### src/rtl/demux_pkg.sv
// Shared types and constants for the registered 1:4 demux.
// Also supplies the channel one-hot helper used by the top.
package demux_pkg;

   localparam int NCH  = 4;
   localparam int SELW = 2;

   localparam logic MODE_DIRECT = 1'b0;
   localparam logic MODE_AUTO   = 1'b1;

   typedef enum logic {
      IDLE = 1'b0,
      RUN  = 1'b1
   } state_e;

   function automatic logic [NCH-1:0] onehot(input logic [SELW-1:0] c);
      return NCH'(1) << c;
   endfunction

endpackage

### src/rtl/demux_rr_ptr.sv
// Mod-4 round-robin channel pointer with increment, clear and hold.
// A clear coinciding with an increment lands on channel 1.
module demux_rr_ptr
   import demux_pkg::*;
(
   input  logic            clk,
   input  logic            rst,
   input  logic            clr_i,
   input  logic            inc_i,
   output logic [SELW-1:0] ptr_o
);

   logic [SELW-1:0] ptr_q;
   logic [SELW-1:0] ptr_d;

   always_comb begin
      ptr_d = ptr_q;
      if (clr_i) begin
         ptr_d = inc_i ? SELW'(1) : '0;
      end else if (inc_i) begin
         ptr_d = ptr_q + SELW'(1);
      end
   end

   always_ff @(posedge clk or posedge rst) begin
      if (rst) begin
         ptr_q <= '0;
      end else begin
         ptr_q <= ptr_d;
      end
   end

   assign ptr_o = ptr_q;

endmodule

### src/rtl/demux1_4_reg.sv
// Registered 1:4 demux with direct or round-robin channel steering.
// Tracks written channels per frame and pulses frame_done on completion.
module demux1_4_reg
   import demux_pkg::*;
#(
   parameter int W = 1
) (
   input  logic            clk,
   input  logic            rst,
   input  logic            en_n,
   input  logic            mode,
   input  logic [SELW-1:0] sel,
   input  logic [W-1:0]    din,
   input  logic            din_valid,
   input  logic            sync,
   output logic [W-1:0]    q0,
   output logic [W-1:0]    q1,
   output logic [W-1:0]    q2,
   output logic [W-1:0]    q3,
   output logic [NCH-1:0]  q_valid,
   output logic [SELW-1:0] cur_ch,
   output logic            frame_done
);

   state_e          state_q, state_d;
   logic [W-1:0]    q_q [NCH];
   logic [W-1:0]    q_d [NCH];
   logic [NCH-1:0]  qv_q, qv_d;
   logic [NCH-1:0]  mask_q, mask_d;
   logic            fd_q, fd_d;
   logic            mode_q, mode_d;

   logic            run;
   logic            accept;
   logic            sync_go;
   logic            mode_chg;
   logic [SELW-1:0] ptr;
   logic [SELW-1:0] tgt;
   logic [NCH-1:0]  hot;
   logic [NCH-1:0]  mask_nxt;

   always_comb begin
      state_d = state_q;
      unique case (state_q)
         IDLE:    if (!en_n) state_d = RUN;
         RUN:     if (en_n)  state_d = IDLE;
         default: state_d = IDLE;
      endcase
   end

   // Capture decisions follow en_n at the edge, so a falling en_n
   // already accepts the sample presented with it.
   always_comb begin
      run      = (state_d == RUN);
      accept   = run && din_valid;
      sync_go  = run && sync;
      mode_chg = run && (mode != mode_q);
      mode_d   = run ? mode : mode_q;

      if (mode == MODE_AUTO) begin
         tgt = sync_go ? '0 : ptr;
      end else begin
         tgt = sel;
      end
      hot = onehot(tgt);

      mask_nxt = (sync_go || mode_chg) ? '0 : mask_q;
      if (accept) mask_nxt = mask_nxt | hot;
      fd_d   = accept && (mask_nxt == '1);
      mask_d = fd_d ? '0 : mask_nxt;
      qv_d   = accept ? hot : '0;

      for (int k = 0; k < NCH; k++) begin
         q_d[k] = (accept && hot[k]) ? din : q_q[k];
      end
   end

   demux_rr_ptr u_ptr (
      .clk   (clk),
      .rst   (rst),
      .clr_i (sync_go),
      .inc_i (accept && (mode == MODE_AUTO)),
      .ptr_o (ptr)
   );

   always_ff @(posedge clk or posedge rst) begin
      if (rst) begin
         state_q <= IDLE;
         qv_q    <= '0;
         mask_q  <= '0;
         fd_q    <= 1'b0;
         mode_q  <= MODE_DIRECT;
         for (int k = 0; k < NCH; k++) q_q[k] <= '0;
      end else begin
         state_q <= state_d;
         qv_q    <= qv_d;
         mask_q  <= mask_d;
         fd_q    <= fd_d;
         mode_q  <= mode_d;
         for (int k = 0; k < NCH; k++) q_q[k] <= q_d[k];
      end
   end

   assign q0         = q_q[0];
   assign q1         = q_q[1];
   assign q2         = q_q[2];
   assign q3         = q_q[3];
   assign q_valid    = qv_q;
   assign frame_done = fd_q;
   assign cur_ch     = (mode == MODE_AUTO) ? ptr : sel;

endmodule

### config.mk
export PLATFORM = sky130hd
export DESIGN_NAME = demux1_4_reg
export DESIGN_NICKNAME = d
export VERILOG_FILES = /design/src/rtl/demux_pkg.sv /design/src/rtl/demux_rr_ptr.sv /design/src/rtl/demux1_4_reg.sv
export SDC_FILE = /design/constraint.sdc
export NUM_CORES = 1
export LEC_CHECK = 0
export BUFFER_PORTS_ARGS = -buffer_cell sky130_fd_sc_hd__buf_2
export CAP_MARGIN = 10
export CORE_UTILIZATION = 54
export DETAILED_ROUTE_END_ITERATION = 8
export PLACE_DENSITY = 0.89
export SYNTH_ARGS = -nofsm -noshare
export SYNTH_HDL_FRONTEND = slang
export SYNTH_SLANG_ARGS = --single-unit
### constraint.sdc
create_clock -name clk -period 3.55 [get_ports clk]
set_input_delay 0.71 -clock clk [delete_from_list [all_inputs] [get_ports clk]]
set_output_delay 0.71 -clock clk [all_outputs]
set_load 0.1 [all_outputs]
## Word level (Yosys, flattened, before mapping)

Cells that the tools add are included.

- Eq/ne operators: 2
- Mux-type cells: 11
- Shifts and indexed selects: 1
- Add/sub/neg operators: 1
- Bitwise logic cells: 1
- Reductions and logical operators: 11

Operators with widths:

| cell | number |
|---|---|
| $mux 4 | 4 |
| $mux 2 | 5 |
| $logic_and 1x1->1 | 9 |
| $eq 4x4->1 const B | 1 |
| $or 4x4->4 | 1 |
| $shl 1x2->4 const A | 1 |
| $add 2x1->2 const B | 1 |
| $mux 1 | 2 |
| $reduce_bool 2->1 | 1 |
| $logic_or 1x1->1 | 1 |
| $ne 1x1->1 | 1 |

- Input bits: 9
- Flip-flop bits (word level): 16
- Logic and storage cells: 36
- Output and inout port bits: 11

## Longest topological paths before layout

- Depth in word-level cells: 10
- Gate-level depth with buffers: 7

## Modules after synthesis

A second synthesis with hierarchy kept.

- Cells, all modules: 64
- Area, all modules: 788.3 um^2

Modules (own cells, without submodules):

| module | cells each | times used | area an instance (um^2) |
|---|---|---|---|
| demux1_4_reg | 56 | 1 | 693.2 |
| demux_rr_ptr | 8 | 1 | 95.1 |

## Least setup slack after synthesis

Ideal clock, no wire load.

- Path type: input -> output
- From: in mode
- To: out cur_ch[1]
- Cell stages on the path: 3
- Arrival: 1.678 ns
- Required time: 2.840 ns
- Slack: 1.162 ns
- Cells stage by stage: buf_6 nand2b_2 nand2_1

- Cells in the longest elaborated chain, start to end: 1

Ends and longest elaborated chain:

| what | RTL line | source |
|---|---|---|
| start: declaration | demux1_4_reg.sv:11 | `input logic mode,` |
| $mux 2 | demux1_4_reg.sv:110 | `assign cur_ch = (mode == MODE_AUTO) ? ptr : sel;` |
| end: declaration | demux1_4_reg.sv:21 | `output logic [SELW-1:0] cur_ch,` |

No other way between the ends.

## Worst setup path in the final report

Ends and elaborated chain as after synthesis.

==> metrics.txt <==
Synth Area in Compound Gates=19.4%; Critical Path Fanout Max=8; Critical Path Start Type=input port; largest stage delay on the critical path=410 ps; drt total wl=1450 um; Comb power frac=between 30% and 40%; initial core utilization=between 60 and 70%; critical path's top delay family=buffers and inverters; H-tree depth=1; gpl congestion=between 0.7 and 0.8; crit-path cells=buf_2 -> nand2b_2 -> nand2_1 -> buf_2; Synth Area in Adders=0%; simple-gate area share of the yosys netlist=21.8%; met2 WL=677 um; outcome=completed; Post-DP HPWL=between 1000 and 1500 um; Post-CTS Setup Repair Bufs=0; wire per inst=13.3 um; RSZ-0062 raised after global routing=no; internal power=0.000301 W; wire length on met1=689 um; most common cell in the synthesized netlist=dfrtp_1; largest cells by area after synthesis=dfrtp_1, a21oi_1, nand2_1; Net Switching=0.000222 W; main combinational cell family by area after synthesis=simple AND/OR/NAND/NOR gates; uppermost layer routed=met4; setup tns final=0 ps; Via density=5.61; WP data arrival=between 1500 and 2000 ps; metal3 WL=57 um; Max clock buf depth=2; Tcrit/Tclk final=64.1%; Core Util, Final=between 70 and 80%; Pleak=0.478 nW; post-synthesis mux area share=around 5.6%; CTS tree=built; clk_lat worst skew=280 ps; synthesized instance count=72; Finish-stage setup viols=0; Critical Path End Type=primary output; Synth area leader=dfrtp_1; worst setup path class=input port to primary output; chip width=40.8 um; ANT nets after route=0; max cap viols=0; VDD IR max=400 uV; clock skew=4.08 ps; CP max-delay cell=buf_2; First DRT Iteration DRCs=12; XOR/XNOR Fraction of Synth Area=between 1 and 1.5%; core area=0.00135 mm2; die height=40.8 um; PwrDens=551 mW/mm2; commonest cells in the netlist=dfrtp_1, nand2_1, a21oi_1; Syn Area/Cell=11.3 um2; YS warnings=0; Port Buf Inserts=19; fin. max-slew vios=0; initial antenna violation count=0; area grow syn2layout=17.1%; Final min period=2270 ps; vias in the first global route=542; asr flop ratio synth=100%; Netlist Area Pre-Place=a little over 800 um2; Fin. Hold Viols=0; top_reg_cell synth=dfrtp_1; # IOs=20; CP most frequent cell=buf_2; register area share after synthesis=49.4%; Fmax achieved=between 0.4 and 0.5 GHz; CTS-repair resized insts=0; Syn Nets=81; Sw Share=42.5%; largest net degree at the start of global routing=17; count of cell types in the netlist=30; Clock power frac=23.2%; # rows=13; ant diodes=0; DRC errors left=0; Placed Instances=105; Final Non-Filler Cells=109; Pre-Repair DR Iteration Count=4; slew at the pin closest to its max-slew limit=585 ps; clk sinks=16; layout cells sized above 1=39.4%; first-pass GRT wire length=2270 um; post-synth top area share=49.4%; critical path buffer and inverter count=2; Num CTS Buffers=3; Hold Crit Class=input port to asynchronous set/reset pin; via count=about 610; WP data required=2840 ps; grt total ovfl=0; Root Driver=clkbuf_4; Total Routing Usage GR=21.3%; die area=0.00166 mm2; sequential share of power=40.6%; EDFF count, synth=0; CTS Hold Bufs=0; Slew headroom=61.0%; register bit count reported by yosys=16; CTS clk-pin slew, worst paths=100 ps; Final nets=104
## worst register-to-register path, delay by kind of cell, from the launching register on
kind / cells / cell delay [ps]
AO/OA/AOI/OAI: 3 / 710
XOR/XNOR: 1 / 160
flip-flops: 1 / 390
AND/OR/NAND/NOR: 1 / 130
## layer usage
metal,track usage (%),vias up
li1,-,304
met1,27.1,286
met2,32.1,17
met3,5.98,4
met4,12.5,0
met5,0,-
## metrics by stage
| step | total power [W] | hold slack (ps) | area (um2) | setup WS [ps] |
|---|---|---|---|---|
| 2_1_floorplan | 0.000373 | 470 | 811 | 1160 |
| 3_3_place_gp | 0.000402 | 456 | 913 | 1290 |
| 3_5_place_dp | 0.000406 | 474 | 913 | 1280 |
| 4_1_cts | 0.000525 | 487 | 950 | 1280 |
| 5_1_grt | 0.000546 | 530 | 950 | 1230 |
| 6_report | 0.000523 | 465 | 950 | 1280 |
## final timing paths
check	to	startpoint	slack (ps)	cells past startpoint
min reg2reg	q1	q1	490	1
max reg2reg	mask_q[1]	mode_q	2040	5
min in group clk	q1	q1	490	1
min	u_ptr.ptr_o[1]	rst	470	2
max	cur_ch[1]	mode	1280	4
max in group asynchronous	q0	rst	2700	2
## registers in the layout, indices dropped and copies added, names as in the netlist
register / flops
mode_q: 1
q0: 1
q3: 1
mask_q: 4
frame_done: 1
u_ptr.ptr_o: 2
q_valid: 4
q1: 1
q2: 1
## power groups by stage
stage	logic [W]	registers (W)	clock network, W
after global placement	0.000187	0.000215	0
after detailed placement	0.000190	0.000216	0
after CTS	0.000190	0.000213	0.000123
after floorplan	0.0000595	0.000314	0
final	0.000189	0.000212	0.000121
after global routing	0.000200	0.000216	0.000130
## layout by cell type (no fill, tap or decap), types with 2 or more instances in the layout
cell      count
and2_1        2
clkbuf_4      3
buf_2        19
nand2b_4      2
o21ai_0       3
inv_1         3
a31oi_1       2
dfrtp_1      16
nand2_1       9
a21oi_1       7
mux2_1        2
nor2b_1       3
mux2_2        2
nand2b_1      2
nand2_2       2
## kinds of logic after synthesis
| group | count (synthesis) |
|---|---|
| flops | 16 |
| buf+inv | 4 |
| compound gates | 20 |
| simple gates | 27 |
| xor+xnor | 1 |
| mux | 4 |
## area by class of cell
class,count,area (um2)
Timing Repair Buffer,19,95.1
Clock buffer,4,36.3
Fill cell,108,400
Multi-Input combinational cell,52,388
Inverter,3,11.3
Sequential cell,16,400
Tap cell,15,18.8
No activity file was read; power rests on OpenSTA's default activity.
